--- config.mk ---
export PLATFORM = sky130hd
export DESIGN_NAME = crc_stream_engine
export DESIGN_NICKNAME = d
export VERILOG_FILES = /design/src/rtl/crc_pkg.sv /design/src/rtl/crc_step.sv /design/src/rtl/crc_stream_engine.sv
export SDC_FILE = /design/constraint.sdc
export NUM_CORES = 1
export LEC_CHECK = 0
export CAP_MARGIN = 0
export CORE_MARGIN = 2
export CORE_UTILIZATION = 45
export CTS_CLUSTER_SIZE = 24
export DETAILED_ROUTE_END_ITERATION = 6
export DONT_BUFFER_PORTS = 1
export MAX_ROUTING_LAYER = met4
export SYNTH_ARGS = -nofsm -noshare
export SYNTH_HDL_FRONTEND = slang
export SYNTH_SLANG_ARGS = --single-unit
--- constraint.sdc ---
create_clock -name clk -period 7.3 [get_ports clk]
set_clock_uncertainty 0.15 [all_clocks]
set_input_delay 1.46 -clock clk [delete_from_list [all_inputs] [get_ports clk]]
set_output_delay 1.46 -clock clk [all_outputs]
set_load 0.01 [all_outputs]
--- src/rtl/crc_pkg.sv ---
// Shared types and catalogue presets for the streaming CRC engine.
package crc_pkg;

  typedef enum logic [1:0] {
    ST_IDLE = 2'd0,
    ST_RUN  = 2'd1,
    ST_DONE = 2'd2
  } crc_state_e;

  // Catalogue presets: poly / init / xorout / refin / refout
  localparam logic [7:0]  CRC8_POLY   = 8'h07;
  localparam logic [7:0]  CRC8_INIT   = 8'h00;
  localparam logic [7:0]  CRC8_XOROUT = 8'h00;
  localparam logic        CRC8_REFIN  = 1'b0;
  localparam logic        CRC8_REFOUT = 1'b0;

  localparam logic [15:0] CRC16_CCITT_FALSE_POLY   = 16'h1021;
  localparam logic [15:0] CRC16_CCITT_FALSE_INIT   = 16'hFFFF;
  localparam logic [15:0] CRC16_CCITT_FALSE_XOROUT = 16'h0000;
  localparam logic        CRC16_CCITT_FALSE_REFIN  = 1'b0;
  localparam logic        CRC16_CCITT_FALSE_REFOUT = 1'b0;

  localparam logic [31:0] CRC32_POLY   = 32'h04C11DB7;
  localparam logic [31:0] CRC32_INIT   = 32'hFFFFFFFF;
  localparam logic [31:0] CRC32_XOROUT = 32'hFFFFFFFF;
  localparam logic        CRC32_REFIN  = 1'b1;
  localparam logic        CRC32_REFOUT = 1'b1;

endpackage

--- src/rtl/crc_step.sv ---
// Combinational multi-bit CRC update: DATA_WIDTH MSB-first non-augmented steps in one pass.
module crc_step #(
  parameter int unsigned CRC_WIDTH  = 8,
  parameter int unsigned DATA_WIDTH = 8
) (
  input  logic [CRC_WIDTH-1:0]  crc_in,
  input  logic [DATA_WIDTH-1:0] data,
  input  logic [CRC_WIDTH-1:0]  poly,
  output logic [CRC_WIDTH-1:0]  crc_out
);

  logic [CRC_WIDTH-1:0] r;
  logic                 fb;

  // Left shift also covers the 1-bit register case, where it yields zero.
  always_comb begin
    r  = crc_in;
    fb = 1'b0;
    for (int i = 0; i < int'(DATA_WIDTH); i++) begin
      fb = r[CRC_WIDTH-1] ^ data[DATA_WIDTH-1-i];
      r  = (r << 1) ^ (fb ? poly : '0);
    end
    crc_out = r;
  end

endmodule

--- src/rtl/crc_stream_engine.sv ---
// Streaming CRC engine: one beat per cycle, runtime config latched at frame start, one CRC per frame.
module crc_stream_engine #(
  parameter int unsigned CRC_WIDTH  = 8,
  parameter int unsigned DATA_WIDTH = 8
) (
  input  logic                  clk,
  input  logic                  rst,
  input  logic [CRC_WIDTH-1:0]  cfg_poly,
  input  logic [CRC_WIDTH-1:0]  cfg_init,
  input  logic [CRC_WIDTH-1:0]  cfg_xorout,
  input  logic                  cfg_refin,
  input  logic                  cfg_refout,
  input  logic                  flush,
  input  logic                  s_valid,
  output logic                  s_ready,
  input  logic [DATA_WIDTH-1:0] s_data,
  input  logic                  s_last,
  output logic                  m_valid,
  input  logic                  m_ready,
  output logic [CRC_WIDTH-1:0]  m_crc,
  output logic                  busy
);

  import crc_pkg::*;

  crc_state_e state, state_next;

  logic [CRC_WIDTH-1:0]  crc_reg, poly_q, xorout_q;
  logic                  refin_q, refout_q;

  logic                  in_idle_c, accept_c;
  logic [CRC_WIDTH-1:0]  poly_c, seed_c, xorout_c;
  logic                  refin_c, refout_c;
  logic [DATA_WIDTH-1:0] data_rev_c, beat_c;
  logic [CRC_WIDTH-1:0]  crc_next_c, crc_next_rev_c, crc_final_c;

  // First beat of a frame uses live cfg; later beats use the latched copy.
  assign in_idle_c = (state == ST_IDLE);
  assign accept_c  = s_valid && s_ready && !flush;
  assign poly_c    = in_idle_c ? cfg_poly   : poly_q;
  assign seed_c    = in_idle_c ? cfg_init   : crc_reg;
  assign xorout_c  = in_idle_c ? cfg_xorout : xorout_q;
  assign refin_c   = in_idle_c ? cfg_refin  : refin_q;
  assign refout_c  = in_idle_c ? cfg_refout : refout_q;

  always_comb begin
    data_rev_c = '0;
    for (int i = 0; i < int'(DATA_WIDTH); i++) data_rev_c[i] = s_data[DATA_WIDTH-1-i];
  end

  assign beat_c = refin_c ? data_rev_c : s_data;

  crc_step #(
    .CRC_WIDTH  (CRC_WIDTH),
    .DATA_WIDTH (DATA_WIDTH)
  ) u_step (
    .crc_in  (seed_c),
    .data    (beat_c),
    .poly    (poly_c),
    .crc_out (crc_next_c)
  );

  always_comb begin
    crc_next_rev_c = '0;
    for (int i = 0; i < int'(CRC_WIDTH); i++) crc_next_rev_c[i] = crc_next_c[CRC_WIDTH-1-i];
  end

  assign crc_final_c = (refout_c ? crc_next_rev_c : crc_next_c) ^ xorout_c;

  // State register
  always_ff @(posedge clk) begin
    if (rst) state <= ST_IDLE;
    else     state <= state_next;
  end

  // Next-state logic; flush overrides every transition
  always_comb begin
    state_next = state;
    case (state)
      ST_IDLE, ST_RUN: if (accept_c) state_next = s_last ? ST_DONE : ST_RUN;
      ST_DONE:         if (m_ready)  state_next = ST_IDLE;
      default:         state_next = ST_IDLE;
    endcase
    if (flush) state_next = ST_IDLE;
  end

  // Output decode from the state register
  always_comb begin
    s_ready = 1'b0;
    m_valid = 1'b0;
    busy    = 1'b0;
    s_ready = !rst && (state != ST_DONE);
    m_valid = (state == ST_DONE);
    busy    = (state != ST_IDLE);
  end

  // Datapath: running CRC, config latches, finalised result held through DONE
  always_ff @(posedge clk) begin
    if (rst) begin
      crc_reg  <= '0;
      poly_q   <= '0;
      xorout_q <= '0;
      refin_q  <= 1'b0;
      refout_q <= 1'b0;
      m_crc    <= '0;
    end else if (flush) begin
      crc_reg <= '0;
    end else if (accept_c) begin
      crc_reg <= crc_next_c;
      if (in_idle_c) begin
        poly_q   <= cfg_poly;
        xorout_q <= cfg_xorout;
        refin_q  <= cfg_refin;
        refout_q <= cfg_refout;
      end
      if (s_last) m_crc <= crc_final_c;
    end
  end

endmodule

==> run_results.csv <==
group,metric,value,unit
global_route,grt_usage,0.251,
global_route,grtUsageMet1,0.329,
timing,fin_crit_sh,0.877,
logic_synthesis,syn_inst,483,
die,start_util,0.464,
logic_synthesis,syn_area,3810,um2
power_and_ir_drop,clock_power_share,0.134,
timing,slew_headroom,0.262,
critical_path,critical_path_arrival,6.47,ns
drt,drt-total-wl,11200,um
die,core-area,8220,um2
power_and_ir_drop,p_comb_frac,0.688,
clock_network,clock_latency,0.29,ns
logic_synthesis,synth_mux_area_frac,0.129,
critical_path,rrSetupSlack,1.46,ns
timing,slew_viol_final,0,
cells_and_area,fillers,848,
logic_synthesis,yosys.area_share.simple,0.245,
logic_synthesis,yosysWarnings,0,
global_route,met3_usage,0.0431,
logic_synthesis,yosysSeqAreaShare,0.189,
logic_synthesis,ys_types,76,
drt,drc,0,
global_route,antenna_found_initial,0,
power_and_ir_drop,switching_share,0.480,
job,max-cap-violations,0,
power_and_ir_drop,peakVddDrop,0.175,mV
global_route,grt_max_degree,31,
critical_path,cp.required,7.36,ns
critical_path,endpoint_kind,"flop",
clock_network,root_buffer,"clkbuf_8",
power_and_ir_drop,intPower,0.000704,W
cells_and_area,final_cell_area,4030,um2
clock_network,cts_made_buffers,5,
logic_synthesis,syn_nets,523,
global_route,met2_usage,0.408,
cells_and_area,antennaDiodeCount,0,
place,gp_congestion,0.930,
die,rows,33,
cells_and_area,layout.cells.most_common_list,"54 x nor2_1, 38 x mux2i_1, 36 x dfxtp_1",
die,die_h,96.0,um
timing,min_period,6.40,ns
logic_synthesis,synth-async-reset-ratio,0,
cells_and_area,fin_nets,513,
clock_network,cts-resized-gates,0,
cells_and_area,layout-drive-gt1-share,0.0992,
power_and_ir_drop,sequentialPowerShare,0.178,
clock_network,ctsHoldBuffers,0,
drt,via_per_inst,6.49,
power_and_ir_drop,leakage,1.61,nW
logic_synthesis,yosys.area_share.adder,0,
logic_synthesis,synth_top_area_frac,0.189,
cells_and_area,final_common_cell,"nor2_1",
critical_path,path_class,"in2reg",
cells_and_area,final_util,0.490,
min_path,worstHoldPathType,"reg2reg",
logic_synthesis,synth_compound_area_frac,0.290,
timing,tightest_slew,1.08,ns
clock_network,clkTransAtPathRegs,0.08,ns
drt,vias,3760,
logic_synthesis,syn_area_per_cell,7.89,um2
drt,antenna_left,0,
critical_path,startpoint,"cfg_refin",
power_and_ir_drop,p_per_area,336,nW/um2
timing,max_freq,156,MHz
global_route,grt_pass1_wl,17400,um
clock_network,cts_buffer_depth,2,
logic_synthesis,yosys.area_share.xor_xnor,0.111,
timing,rsz0062_at_grt,"false",
critical_path,r2r_start,"state[1]$_SDFFE_PP0P_",
logic_synthesis,synth-edff-count,0,
place,place_area,3920,um2
logic_synthesis,yosys_register_bits,36,
logic_synthesis,synth_top_family_by_area,"compound AO/OA/AOI/OAI gates",
cells_and_area,syn_to_final_growth,5.61,%
clock_network,postCtsSetupBuffers,0,
critical_path,rr_endpoint,"m_crc[5]$_SDFFE_PP0P_",
timing,setup_viol,0,
run_status,run_status,"finished, final reports clean",
power_and_ir_drop,switchingPower,0.000649,W
global_route,globalRouteOverflowTotal,0,
clock_network,cts_tree,"done",
clock_network,cts_htree_levels,2,
drt,drt-initial-drc-count,225,
clock_network,clock-sinks,36,
logic_synthesis,synth_area_leaders,"dfxtp_1 19%, mux2i_1 10%, xnor2_1 5.7%",
timing,final-hold-violation-count,0,
critical_path,rr_worst_depth,15,
die,dieArea,9220,um2
critical_path,cp-endpoint,"m_crc[5]$_SDFFE_PP0P_",
die,pin_count,51,
global_route,grt.busiest_layer,"met2",
critical_path,cp_max_fo,10,
timing,setup_tns,0,ns
critical_path,crit_path_start_kind,"primary input",
drt,wl_per_cell,19.3,um
die,dieWidth,96.0,um
place,dpl.hpwl,8500,um
logic_synthesis,synthFlopType,"dfxtp_1",
global_route,grt_pass1_vias,3467,
logic_synthesis,yosysTopAreaCell,"dfxtp_1",
drt,drt_pass1_iterations,5,
place,io_buffers,0,
power_and_ir_drop,power,0.00135,W
-- layout make-up --
cell class | instances | area (um2) | share of cell area
Tap cell | 105 | 131 | 0.0326
Sequential cell | 36 | 721 | 0.179
Inverter | 5 | 18.8 | 0.00466
Timing Repair Buffer | 10 | 75.1 | 0.0186
Multi-Input combinational cell | 415 | 2970 | 0.737
Clock buffer | 5 | 68.8 | 0.0171
Clock inverter | 3 | 42.5 | 0.0106
-- logic make-up (layout without fill, tap and decap cells) --
kind of cell | count (synthesis) | in the layout
and+or+nand+nor | 183 | 183
xor gates and xnor gates | 37 | 37
AOI/OAI and AO/OA | 147 | 147
muxes | 48 | 48
DFF | 36 | 36
buffers and inverters | 32 | 23
-- worst max-delay path, stage by stage --
cell and delay [ns]:
or3b_1 0.48, and3_1 0.27, nor3_1 0.43, or2_0 0.40, xnor3_1 0.53, mux2i_1 0.25
nand3_1 0.22, a21oi_4 0.24, xor3_2 0.39, xnor2_1 0.35, o21ai_0 0.29, a2111oi_4 0.44
nor3_1 0.11, or3_1 0.37, a311oi_2 0.23
-- synthesized netlist by cell type (3+ instances only) --
cell / instances
a2111oi_0: 3
a211o_1: 3
a211oi_1: 22
a21boi_0: 4
a21o_1: 7
a21oi_1: 18
a311oi_1: 3
a31oi_1: 3
and2_1: 8
and3_1: 10
and4_1: 3
buf_1: 3
buf_2: 6
clkbuf_1: 17
dfxtp_1: 36
inv_1: 5
mux2_2: 10
mux2i_1: 38
nand2_1: 26
nand3_1: 20
nand3b_1: 5
nor2_1: 55
nor3_1: 21
nor3b_1: 3
nor4_1: 9
o211a_1: 3
o211ai_1: 10
o21a_1: 8
o21ai_0: 22
o22ai_1: 3
o31ai_1: 6
or2_2: 4
or3_1: 4
xnor2_1: 25
xnor3_1: 5
xor2_1: 4
-- worst min path at each step --
stage	start	end	slack [ns]	cells after the start
after floorplan	crc_reg[5]$_SDFFE_PP0P_	crc_reg[5]$_SDFFE_PP0P_	0.27	1
after global placement	crc_reg[1]$_SDFFE_PP0P_	crc_reg[1]$_SDFFE_PP0P_	0.28	1
after detailed placement	crc_reg[1]$_SDFFE_PP0P_	crc_reg[1]$_SDFFE_PP0P_	0.29	1
after CTS	crc_reg[1]$_SDFFE_PP0P_	crc_reg[1]$_SDFFE_PP0P_	0.31	1
after global routing	crc_reg[1]$_SDFFE_PP0P_	crc_reg[1]$_SDFFE_PP0P_	0.32	1
final	crc_reg[1]$_SDFFE_PP0P_	crc_reg[1]$_SDFFE_PP0P_	0.31	1
-- routing by layer --
| layer | vias up | routed length, um | share of wire |
|---|---|---|---|
| li1 | 1835 | - | - |
| met1 | 1775 | 5140 | 0.46 |
| met2 | 135 | 5090 | 0.46 |
| met3 | 15 | 830 | 0.074 |
| met4 | 0 | 109 | 0.0098 |
| met5 | - | 0 | 0 |
-- through the flow --
| stage | setup WS (ns) | cells | hold slack [ns] |
|---|---|---|---|
| detailed placement | 0.608 | 571 | 0.288 |
| CTS | 0.925 | 579 | 0.307 |
| global placement | 0.717 | 571 | 0.281 |
| finish | 0.896 | 579 | 0.308 |
| global route | 0.457 | 579 | 0.325 |
| floorplan | 1.13 | 483 | 0.272 |
-- power by group through the flow --
stage / logic [W] / registers [W] / clock network, W
floorplan: 0.000750 / 0.000238 / 0
global placement: 0.000895 / 0.000245 / 0
detailed placement: 0.000912 / 0.000246 / 0
CTS: 0.000917 / 0.000241 / 0.000184
global route: 0.00101 / 0.000243 / 0.000193
finish: 0.000931 / 0.000241 / 0.000181
Note: power is estimated with default switching activity, not from simulation.
